===== config.mk =====
export PLATFORM = sky130hd
export DESIGN_NAME = sequential_pulse_monitor_flat
export DESIGN_NICKNAME = d
export VERILOG_FILES = /design/src/rtl/sequential_pulse_monitor_pkg.sv /design/src/rtl/sequential_pulse_monitor_if.sv /design/src/rtl/sequential_pulse_monitor_decode.sv /design/src/rtl/sequential_pulse_monitor.sv /design/src/flat_wrapper.sv
export SDC_FILE = /design/constraint.sdc
export NUM_CORES = 1
export LEC_CHECK = 0
export CAP_MARGIN = 10
export CORE_ASPECT_RATIO = 1.75
export CORE_MARGIN = 3
export CORE_UTILIZATION = 53
export DETAILED_ROUTE_END_ITERATION = 12
export PLACE_DENSITY_LB_ADDON = 0.2
export SYNTH_ARGS = -nofsm -noshare
export SYNTH_HDL_FRONTEND = slang
export SYNTH_SLANG_ARGS = --single-unit

===== constraint.sdc =====
create_clock -name clk -period 5.1 [get_ports clk]
set_clock_uncertainty 0.2 [all_clocks]
set_input_delay 0.51 -clock clk [delete_from_list [all_inputs] [get_ports clk]]
set_output_delay 0.51 -clock clk [all_outputs]
set_load 0.1 [all_outputs]

===== src/rtl/sequential_pulse_monitor_pkg.sv =====
// rtl/sequential_pulse_monitor_pkg.sv - shared types, widths and one-hot decode helper for the pulse monitor
package seq_pulse_pkg;

   typedef enum logic [1:0] {
      HUNT   = 2'd0,
      TRACK  = 2'd1,
      LOCKED = 2'd2
   } mon_state_e;

   localparam int DEF_NUM_PHASES = 6;
   localparam int IDX_W          = $clog2(DEF_NUM_PHASES);
   localparam int MAX_PHASES     = 32;

   // Phase 0 sits on the MSB, so the index counts down from the top bit.
   function automatic int onehot_to_idx(input logic [MAX_PHASES-1:0] vec, input int num_phases);
      int idx;
      idx = 0;
      for (int i = 0; i < MAX_PHASES; i++) begin
         if (i < num_phases && vec[i]) idx = num_phases - 1 - i;
      end
      return idx;
   endfunction

endpackage


===== src/rtl/sequential_pulse_monitor_if.sv =====
// rtl/sequential_pulse_monitor_if.sv - pulse bus and monitor status bundle; SEQ_MON_ERR_CLR_EN adds err_clr
interface sequential_pulse_monitor_if
   import seq_pulse_pkg::*;
#(
   parameter int NUM_PHASES = DEF_NUM_PHASES,
   parameter int ERR_CNT_W  = 8
);

   logic [NUM_PHASES-1:0]         pulse_in;
   logic [$clog2(NUM_PHASES)-1:0] phase_idx;
   logic                          phase_vld;
   logic                          locked;
   logic                          seq_done;
   logic                          seq_err;
   logic [ERR_CNT_W-1:0]          err_cnt;

`ifdef SEQ_MON_ERR_CLR_EN
   logic                          err_clr;

   modport master (
      output pulse_in, err_clr,
      input  phase_idx, phase_vld, locked, seq_done, seq_err, err_cnt
   );

   modport slave (
      input  pulse_in, err_clr,
      output phase_idx, phase_vld, locked, seq_done, seq_err, err_cnt
   );
`else
   modport master (
      output pulse_in,
      input  phase_idx, phase_vld, locked, seq_done, seq_err, err_cnt
   );

   modport slave (
      input  pulse_in,
      output phase_idx, phase_vld, locked, seq_done, seq_err, err_cnt
   );
`endif

endinterface


===== src/rtl/sequential_pulse_monitor_decode.sv =====
// rtl/sequential_pulse_monitor_decode.sv - combinational one-hot validity check and phase index decode
module pulse_onehot_decode
   import seq_pulse_pkg::*;
#(
   parameter  int NUM_PHASES = DEF_NUM_PHASES,
   localparam int PH_W       = $clog2(NUM_PHASES)
) (
   input  logic [NUM_PHASES-1:0] in_q,
   output logic                  vld,
   output logic [PH_W-1:0]       idx
);

   // Invalid words (none or several bits set) report index 0.
   always_comb begin
      vld = $onehot(in_q);
      idx = '0;
      if (vld) idx = PH_W'(onehot_to_idx(MAX_PHASES'(in_q), NUM_PHASES));
   end

endmodule


===== src/rtl/sequential_pulse_monitor.sv =====
// rtl/sequential_pulse_monitor.sv - receive-side order checker for the one-hot pulse bus; SEQ_MON_ERR_CLR_EN adds err_clr
module sequential_pulse_monitor
   import seq_pulse_pkg::*;
#(
   parameter int NUM_PHASES = DEF_NUM_PHASES,
   parameter int LOCK_CNT   = 2,
   parameter int ERR_CNT_W  = 8
) (
   input logic                       clk,
   input logic                       rst_n,
   sequential_pulse_monitor_if.slave bus
);

   localparam int                   PH_W    = $clog2(NUM_PHASES);
   localparam int                   GOOD_W  = (LOCK_CNT > 1) ? $clog2(LOCK_CNT) : 1;
   localparam logic [PH_W-1:0]      LAST_PH = PH_W'(NUM_PHASES - 1);
   localparam logic [ERR_CNT_W-1:0] ERR_MAX = '1;

   logic [NUM_PHASES-1:0] in_q;
   logic                  dec_vld;
   logic [PH_W-1:0]       dec_idx;

   mon_state_e            state;
   logic [PH_W-1:0]       exp_phase;
   logic [PH_W-1:0]       exp_next;
   logic [GOOD_W-1:0]     good_cnt;

   logic                  match;
   logic                  is_p0;
   logic                  is_last;
   logic                  seq_good;
   logic                  err_hit;
   logic [ERR_CNT_W-1:0]  err_base;
   logic [ERR_CNT_W-1:0]  err_next;

   logic [PH_W-1:0]       phase_idx_q;
   logic                  phase_vld_q;
   logic                  locked_q;
   logic                  seq_done_q;
   logic                  seq_err_q;
   logic [ERR_CNT_W-1:0]  err_cnt_q;

   pulse_onehot_decode #(.NUM_PHASES(NUM_PHASES)) u_decode (
      .in_q (in_q),
      .vld  (dec_vld),
      .idx  (dec_idx)
   );

   always_comb begin
      match    = dec_vld && (dec_idx == exp_phase);
      is_p0    = dec_vld && (dec_idx == '0);
      is_last  = (dec_idx == LAST_PH);
      exp_next = (exp_phase == LAST_PH) ? '0 : exp_phase + PH_W'(1);
      seq_good = (int'(good_cnt) + 1 == LOCK_CNT);
      err_hit  = (state == LOCKED) && !match;
`ifdef SEQ_MON_ERR_CLR_EN
      // Clear first, then count, so a coincident error leaves exactly one.
      err_base = bus.err_clr ? '0 : err_cnt_q;
`else
      err_base = err_cnt_q;
`endif
      err_next = err_base;
      if (err_hit && err_base != ERR_MAX) err_next = err_base + ERR_CNT_W'(1);
   end

   always_ff @(posedge clk or negedge rst_n) begin
      if (!rst_n) begin
         in_q        <= '0;
         state       <= HUNT;
         exp_phase   <= '0;
         good_cnt    <= '0;
         phase_idx_q <= '0;
         phase_vld_q <= 1'b0;
         locked_q    <= 1'b0;
         seq_done_q  <= 1'b0;
         seq_err_q   <= 1'b0;
         err_cnt_q   <= '0;
      end else begin
         in_q        <= bus.pulse_in;
         phase_idx_q <= dec_idx;
         phase_vld_q <= dec_vld;
         seq_done_q  <= 1'b0;
         seq_err_q   <= err_hit;
         err_cnt_q   <= err_next;
         case (state)
            HUNT: begin
               locked_q <= 1'b0;
               if (is_p0) begin
                  state     <= TRACK;
                  exp_phase <= PH_W'(1);
                  good_cnt  <= '0;
               end
            end
            TRACK: begin
               locked_q <= 1'b0;
               if (match) begin
                  exp_phase <= exp_next;
                  if (is_last) begin
                     if (seq_good) begin
                        state    <= LOCKED;
                        locked_q <= 1'b1;
                        good_cnt <= '0;
                     end else begin
                        good_cnt <= good_cnt + GOOD_W'(1);
                     end
                  end
               end else if (is_p0) begin
                  exp_phase <= PH_W'(1);
                  good_cnt  <= '0;
               end else begin
                  state     <= HUNT;
                  exp_phase <= '0;
               end
            end
            LOCKED: begin
               if (match) begin
                  locked_q   <= 1'b1;
                  exp_phase  <= exp_next;
                  seq_done_q <= is_last;
               end else begin
                  // Any break costs the lock; relock needs LOCK_CNT fresh sequences.
                  locked_q <= 1'b0;
                  good_cnt <= '0;
                  if (is_p0) begin
                     state     <= TRACK;
                     exp_phase <= PH_W'(1);
                  end else begin
                     state     <= HUNT;
                     exp_phase <= '0;
                  end
               end
            end
            default: begin
               state     <= HUNT;
               locked_q  <= 1'b0;
               exp_phase <= '0;
               good_cnt  <= '0;
            end
         endcase
      end
   end

   assign bus.phase_idx = phase_idx_q;
   assign bus.phase_vld = phase_vld_q;
   assign bus.locked    = locked_q;
   assign bus.seq_done  = seq_done_q;
   assign bus.seq_err   = seq_err_q;
   assign bus.err_cnt   = err_cnt_q;

endmodule

===== src/flat_wrapper.sv =====
// flat-port wrapper written by rule: the top's interface ports become plain ports
module sequential_pulse_monitor_flat import seq_pulse_pkg::*;
#(
   parameter int NUM_PHASES = DEF_NUM_PHASES,
   parameter int LOCK_CNT   = 2,
   parameter int ERR_CNT_W  = 8
)
  (clk, rst_n, bus_pulse_in, bus_phase_idx, bus_phase_vld, bus_locked, bus_seq_done, bus_seq_err, bus_err_cnt);
  sequential_pulse_monitor_if #(.NUM_PHASES(NUM_PHASES), .ERR_CNT_W(ERR_CNT_W)) bus_i ();
  input logic clk;
  input logic rst_n;
  input wire logic [$bits(bus_i.pulse_in)-1:0] bus_pulse_in;
  output wire logic [$bits(bus_i.phase_idx)-1:0] bus_phase_idx;
  output wire logic [$bits(bus_i.phase_vld)-1:0] bus_phase_vld;
  output wire logic [$bits(bus_i.locked)-1:0] bus_locked;
  output wire logic [$bits(bus_i.seq_done)-1:0] bus_seq_done;
  output wire logic [$bits(bus_i.seq_err)-1:0] bus_seq_err;
  output wire logic [$bits(bus_i.err_cnt)-1:0] bus_err_cnt;
  assign bus_i.pulse_in = bus_pulse_in;
  assign bus_phase_idx = bus_i.phase_idx;
  assign bus_phase_vld = bus_i.phase_vld;
  assign bus_locked = bus_i.locked;
  assign bus_seq_done = bus_i.seq_done;
  assign bus_seq_err = bus_i.seq_err;
  assign bus_err_cnt = bus_i.err_cnt;
  sequential_pulse_monitor #(.NUM_PHASES(NUM_PHASES), .LOCK_CNT(LOCK_CNT), .ERR_CNT_W(ERR_CNT_W)) u_core (.clk(clk), .rst_n(rst_n), .bus(bus_i));
endmodule

==> key figures, run 1 <==
Outcome
  – Status: complete, no violations

Clocking
  – Clock Tree Root: clkbuf_8
  – Clk slew on worst S/H paths: 0.09 ns
  – Hold_buf cts: 0
  – Clk Latency, worst-skew pair: 0.27 ns
  – Post-CTS Repair Setup Buffers: 0
  – CTS tree: done
  – TritonCTS Buffers: 3
  – Post-cts gate resize count: 0
  – H-Tree Depth: 1
  – CTS max path bufs: 2
  – Clock sink count: 27

Timing
  – Final min period: 4.40 ns
  – Fin. Hold Viols: 0
  – Period Utilization, post-route: 86.3%
  – Max Fclk: 0.227 GHz
  – Slew margin rel.: 34.6%
  – Setup violators final: 0
  – Worst hold margin: 0.309 ns
  – Worst-Margin Slew: 0.977 ns
  – Fin Setup TNS: 0 ns
  – RSZ-0062 raised after global routing: no
  – Final Max Tran Viols: 0

Global route
  – Vias in the first global route: 1165
  – Grt total ovfl: 0
  – GRT Total Usage: 17.6%
  – Pin count of the biggest net entering global routing: 28
  – First-pass GRT wire length: 4780 um
  – Initial antenna violation count: 0

Floorplan
  – Die H: 76.1 um
  – DIE WIDTH: 46.1 um
  – Effective utilization at floorplan: 57.7%
  – # rows: 24
  – Number of top-level pins: 23
  – Die area: 3510 um2
  – Core Footprint: 2580 um2

Logic synthesis
  – Avg Cell Area, Syn: 10.7 um2
  – Sequential-to-total area share from yosys stat: 45.4%
  – Most common cell in the synthesized netlist: dfrtp_1
  – Largest family of logic cells by synthesized area: compound AO/OA/AOI/OAI gates
  – XOR/XNOR share of the synthesized area: 4.03%
  – Synth Area in Compound Gates: 17.5%
  – Syn Std Cell Area: 1490 um2
  – Yosys top cell area share: 45.4%
  – Cell taking the most area after synthesis: dfrtp_1
  – Gate Count Post-Synth: 139
  – Multiplexer share of the synthesized area: 1.51%
  – Mapped Nets: 158
  – Post-synth EDFFs: 0
  – Synth warnings: 0
  – Yosys cell types: 45
  – Yosys reg bits: 27
  – Synth Flop Type: dfrtp_1
  – Synth top area cells: dfrtp_1 (45%), ha_1 (6.7%), fa_1 (4.0%), inv_1 (3.8%), nor2_1 (3.3%)
  – Simple-Gate Fraction of Synth Area: 16.1%
  – Post-synthesis async set-or-reset flop share: 100%
  – Post-synthesis adder-cell area fraction: 10.8%
  – Most frequent cells after synthesis: dfrtp_1 (27), inv_1 (15), nor2_1 (13), ha_1 (8), a21oi_1 (7)

Drt
  – Antenna-violating nets left: 0
  – Iteration-0 DRC count of the detailed router: 31
  – Routed wire per std cell: 15.0 um
  – Post-DR vias/cell: 6.08
  – Routed vias: 1156
  – Pre-Repair DR Iteration Count: 4
  – Total Wirelength: 2850 um
  – Residual DRC: 0

Placed design
  – Post-DP HPWL: 2330 um
  – Gpl congestion: 0.851
  – Number of port buffers: 22

Critical path
  – WP buf/inv: 3
  – Worst r2r src: u_core.in_q[0]$_DFF_PN0_
  – Reg-to-Reg End: u_core.bus.err_cnt[1]$_DFFE_PN0P_
  – Worst Setup End Kind: flop
  – Critical path's top delay family: adder cells
  – CP arrival: 4.36 ns
  – Critical path peak fanout: 8
  – Register-to-register setup slack: 0.70 ns
  – R2r worst-path depth: 12
  – Worst path slowest cell: or3b_1
  – Crit-path max cell delay: 0.55 ns
  – Critical path class: flop to flop
  – Worst path cell trace: inv_1 -> ha_1 -> inv_1 -> fa_1 -> inv_1 -> fa_1 -> fa_1 -> or3b_1 -> a211oi_4 -> xnor2_2 -> a211oi_4 -> mux2_1
  – Critical Path RT: 5.06 ns
  – Kind of start point of the critical path: flop

Hold path
  – Hold Path Sink: u_core.bus.err_cnt[5]$_DFFE_PN0P_
  – Hold depth: 1
  – Hold path start: u_core.bus.err_cnt[5]$_DFFE_PN0P_
  – Worst Hold Class: flop to flop

Finish
  – Share of cells above drive strength 1: 7.93%
  – Syn-to-layout area delta: 19.7%
  – Inserted Diodes: 0
  – Nets: 184

Power
  – P per Cell Area: 350 nW/um2
  – Peak VDD IR: 0.197 mV
  – Static Leak: 0.790 nW

Job
  – MaxCap Viol Count: 0
layer usage:
layer | GRT usage, % | vias to the layer above | share of wire [%]
met5 | 0 | - | 0
met4 | 4.84 | 0 | 1.7
met3 | 2.36 | 6 | 3.9
met2 | 32.7 | 29 | 59
met1 | 19.0 | 578 | 36
li1 | - | 543 | -
worst max-delay path by stage:
| stage | startpoint | end | slack [ns] | cells past startpoint |
|---|---|---|---|---|
| after detailed placement | u_core.in_q[0]$_DFF_PN0_ | u_core.bus.err_cnt[1]$_DFFE_PN0P_ | 0.67 | 12 |
| after global routing | u_core.in_q[0]$_DFF_PN0_ | u_core.bus.err_cnt[1]$_DFFE_PN0P_ | 0.49 | 12 |
| after global placement | u_core.in_q[0]$_DFF_PN0_ | u_core.bus.err_cnt[1]$_DFFE_PN0P_ | 0.84 | 12 |
| after floorplan | u_core.in_q[0]$_DFF_PN0_ | u_core.bus.err_cnt[4]$_DFFE_PN0P_ | 0.99 | 14 |
| final | u_core.in_q[0]$_DFF_PN0_ | u_core.bus.err_cnt[1]$_DFFE_PN0P_ | 0.70 | 12 |
| after CTS | u_core.in_q[0]$_DFF_PN0_ | u_core.bus.err_cnt[1]$_DFFE_PN0P_ | 0.65 | 12 |
worst reg2reg max path, delay by kind of cell, from the launching register on:
family	cells	cell delay, ns
compound gates	2	0.76
fa+ha+maj	4	1.65
simple gates	1	0.55
flops	1	0.39
xor+xnor	1	0.17
buf+inv	3	0.18
mux	1	0.37
cell usage in the layout, fill, tap and decap left out, types with 3 or more instances in the layout:
cell / Yosys / layout
and3_1: 4 / 4
clkdlybuf4s50_1: 0 / 22
inv_1: 15 / 15
or3_1: 4 / 4
dfrtp_1: 27 / 27
clkbuf_8: 0 / 3
a31oi_1: 6 / 6
xnor2_1: 4 / 4
nor2_1: 13 / 13
nand4_1: 3 / 3
ha_1: 8 / 8
a21oi_1: 7 / 7
fa_1: 3 / 3
o21ai_0: 5 / 5
per-stage QoR:
stage               setup WS (ns)  power (mW)  instances  instance area (um2)  util (%)
global route                0.493       0.664        190                 1780      69.0
finish                      0.701       0.624        190                 1780      69.0
floorplan                   0.987       0.452        139                 1490         -
CTS                         0.650       0.630        190                 1780      69.0
global placement            0.841       0.497        186                 1730      67.2
detailed placement          0.665       0.506        186                 1730      67.2
layout make-up:
cell class,count,area (um2)
clock inverter,1,7.51
clock buffer,3,41.3
timing repair buffer,23,228
multi-input combinational,95,742
inverter,15,56.3
fill,213,800
sequential,27,676
tap,26,32.5
flip-flops by register name (all words and copies together) (netlist names):
register	cells
u_core.state	2
u_core.bus.phase_vld	1
u_core.bus.err_cnt	8
u_core.bus.seq_done	1
u_core.in_q	6
u_core.exp_phase	3
u_core.bus.seq_err	1
u_core.bus.phase_idx	3
u_core.good_cnt	1
u_core.bus.locked	1
cell families (layout without fill, tap and decap cells):
kind of cell / after synthesis / in the layout
and+or+nand+nor: 42 / 42
AOI/OAI and AO/OA: 34 / 34
DFF: 27 / 27
buffers and inverters: 17 / 42
adders and majority gates: 11 / 11
xor gates and xnor gates: 6 / 6
muxes: 2 / 2
power by group:
group	switching [mW]	internal, mW	leakage (nW)
sequential	0.0311	0.235	0.359
clock	0.0675	0.0555	0.0217
combinational	0.151	0.0839	0.410
(Power assumes the default switching activity.)
==> inputs of run 2 (changes only) <==
--- a/config.mk
+++ b/config.mk
@@ -9,7 +9,9 @@
 export CORE_ASPECT_RATIO = 1.75
 export CORE_MARGIN = 3
 export CORE_UTILIZATION = 53
+export CTS_CLUSTER_DIAMETER = 50
 export DETAILED_ROUTE_END_ITERATION = 12
+export HOLD_SLACK_MARGIN = 0.02
 export PLACE_DENSITY_LB_ADDON = 0.2
 export SYNTH_ARGS = -nofsm -noshare
 export SYNTH_HDL_FRONTEND = slang
==> results of run 2 <==
The final DEF is identical to that of run 1; final timing and power are the same.
==> inputs of run 3 (changes only) <==
==> constraint.sdc (replaced) <==
create_clock -name clk -period 4.5 [get_ports clk]
set_clock_uncertainty 0.2 [all_clocks]
set_input_delay 0.45 -clock clk [delete_from_list [all_inputs] [get_ports clk]]
set_output_delay 0.45 -clock clk [all_outputs]
set_load 0.1 [all_outputs]
==> key figures, run 3 (same netlist as run 1, synthesis figures left out) <==
Outcome
  – Status: complete, no violations

Power
  – Comb power frac: 38.5%
  – P per Cell Area: 399 nW/um2
  – Static Leak: 0.795 nW
  – Sw Share: 39.8%
  – P_sw: 283 uW
  – Peak VDD IR: 0.237 mV
  – Internal power: 428 uW
  – Clk network pwr share: 19.0%
  – Part of the power in registers: 42.5%

Timing
  – Setup WS post-layout: 0.216 ns
  – Final min period: 4.28 ns
  – Setup violators final: 0
  – Max Fclk: 0.233 GHz
  – Worst-Margin Slew: 0.979 ns
  – RSZ-0062 raised after global routing: no
  – Final Max Tran Viols: 0
  – Fin. Hold Viols: 0
  – Fin Setup TNS: 0 ns
  – Period Utilization, post-route: 95.2%
  – Slew margin rel.: 34.5%
  – Worst hold margin: 0.301 ns

Drt
  – Total Wirelength: 2950 um
  – Residual DRC: 0
  – Pre-Repair DR Iteration Count: 6
  – Iteration-0 DRC count of the detailed router: 34
  – Routed wire per std cell: 15.5 um
  – Antenna-violating nets left: 0
  – Post-DR vias/cell: 6.15
  – Routed vias: 1169

Critical path
  – CP startpoint: u_core.in_q[0]$_DFF_PN0_
  – CP arrival: 4.24 ns
  – R2r worst-path depth: 13
  – Critical Path RT: 4.46 ns
  – CP endpoint: u_core.state[0]$_DFFE_PN0P_
  – Worst Setup End Kind: flop
  – Kind of start point of the critical path: flop
  – Reg-to-Reg End: u_core.state[0]$_DFFE_PN0P_
  – Worst path slowest cell: fa_1
  – Critical path peak fanout: 8
  – Worst path cell trace: inv_1 -> ha_1 -> inv_1 -> fa_1 -> inv_1 -> fa_1 -> fa_1 -> or3b_4 -> a211oi_4 -> xnor2_2 -> nand2_2 -> o211ai_1 -> mux2_1
  – Worst r2r src: u_core.in_q[0]$_DFF_PN0_
  – Critical path class: flop to flop
  – Register-to-register setup slack: 0.22 ns
  – Crit-path max cell delay: 0.53 ns

Floorplan
  – Number of top-level pins: 23
  – Core Footprint: 2580 um2
  – # rows: 24
  – Die area: 3510 um2
  – Die H: 76.1 um
  – DIE WIDTH: 46.1 um
  – Effective utilization at floorplan: 57.7%

Clocking
  – CTS tree: done
  – Clock sink count: 27
  – H-Tree Depth: 1
  – Clk slew on worst S/H paths: 0.09 ns
  – CTS max path bufs: 2
  – Clock Tree Root: clkbuf_8
  – Hold_buf cts: 0
  – TritonCTS Buffers: 3
  – Clk Latency, worst-skew pair: 0.27 ns

Global route
  – Grt total ovfl: 0
  – Vias in the first global route: 1171
  – Initial antenna violation count: 0
  – Pin count of the biggest net entering global routing: 28
  – GRT Total Usage: 18.3%
  – First-pass GRT wire length: 4890 um

Finish
  – Number of fill cells in the layout: 208
  – Share of cells above drive strength 1: 8.54%
  – Max FFs per register: 8
  – Design area: 1780 um2
  – Nets: 184
  – Most common cell after layout, fill and taps aside: dfrtp_1
  – Inserted Diodes: 0
  – Post-route insts no fill: 190
  – Syn-to-layout area delta: 19.7%
  – Commonest cells after routing, fill and taps aside: dfrtp_1 (27), clkdlybuf4s50_1 (22), inv_1 (15)

Job
  – MaxCap Viol Count: 0

Placed design
  – Placed Area: 1730 um2
  – Pre-CTS WS: 0.0952 ns
  – Post-DP HPWL: 2320 um
  – Gpl congestion: 0.873
  – Number of port buffers: 22
  – Placed Instances: 186

Hold path
  – Worst Hold Class: flop to flop
run 3: cell count changes in the layout (fill, tap and decap cells not counted):
cell        previous run  this run
clkinvlp_4             1         0
or3b_4                 0         1
or3b_1                 1         0
clkinv_2               0         1
run 3: worst min path at each step:
stage / startpoint / to / slack (ns) / depth (start not counted)
3_5_place_dp: u_core.bus.err_cnt[5]$_DFFE_PN0P_ / u_core.bus.err_cnt[5]$_DFFE_PN0P_ / 0.30 / 1
4_1_cts: u_core.bus.err_cnt[5]$_DFFE_PN0P_ / u_core.bus.err_cnt[5]$_DFFE_PN0P_ / 0.31 / 1
6_report: u_core.bus.err_cnt[5]$_DFFE_PN0P_ / u_core.bus.err_cnt[5]$_DFFE_PN0P_ / 0.30 / 1
5_1_grt: u_core.bus.err_cnt[5]$_DFFE_PN0P_ / u_core.bus.err_cnt[5]$_DFFE_PN0P_ / 0.32 / 1
2_1_floorplan: rst_n / u_core.bus.err_cnt[0]$_DFFE_PN0P_ / -0.05 / 0
3_3_place_gp: u_core.bus.err_cnt[5]$_DFFE_PN0P_ / u_core.bus.err_cnt[5]$_DFFE_PN0P_ / 0.28 / 1
run 3: timing repair:
action | CTS | global route
setup endpoints to repair | 0 | 6
buffers inserted | 0 | 0
gates resized for setup | 0 | 1
run 3: power by group through the flow:
| stage | combinational [mW] | clock (mW) | sequential (mW) |
|---|---|---|---|
| global route | 0.297 | 0.149 | 0.306 |
| detailed placement | 0.269 | 0 | 0.306 |
| floorplan | 0.171 | 0 | 0.341 |
| CTS | 0.270 | 0.139 | 0.301 |
| finish | 0.274 | 0.135 | 0.302 |
| global placement | 0.259 | 0 | 0.305 |
run 3: final cells by class:
class,instances,area [um2],area share [%]
multi-input combinational,95,744,41.8
sequential,27,676,37.9
timing repair buffer,23,228,12.8
inverter,15,56.3,3.16
clock buffer,3,41.3,2.32
tap,26,32.5,1.82
clock inverter,1,5.00,0.281
run 3: stage by stage:
stage / total power [mW] / util [%]
after floorplan: 0.512 / -
after global placement: 0.563 / 67.2
after detailed placement: 0.575 / 67.2
after CTS: 0.710 / 68.9
after global routing: 0.752 / 69.0
final: 0.711 / 69.0
run 3: per-layer routing:
| metal | up-vias | share of wire [%] | global-route usage (%) |
|---|---|---|---|
| met4 | 0 | 3.0 | 7.98 |
| met3 | 9 | 3.8 | 2.36 |
| met5 | - | 0 | 0 |
| li1 | 537 | - | - |
| met2 | 41 | 58 | 32.9 |
| met1 | 582 | 36 | 19.4 |
run 3: critical path: cells and delay by family, from the launching register on:
kind | cells | cell delay (ns)
fa+ha+maj | 4 | 1.69
mux | 1 | 0.34
flops | 1 | 0.39
xor+xnor | 1 | 0.22
simple gates | 2 | 0.63
compound gates | 2 | 0.52
buf+inv | 3 | 0.18
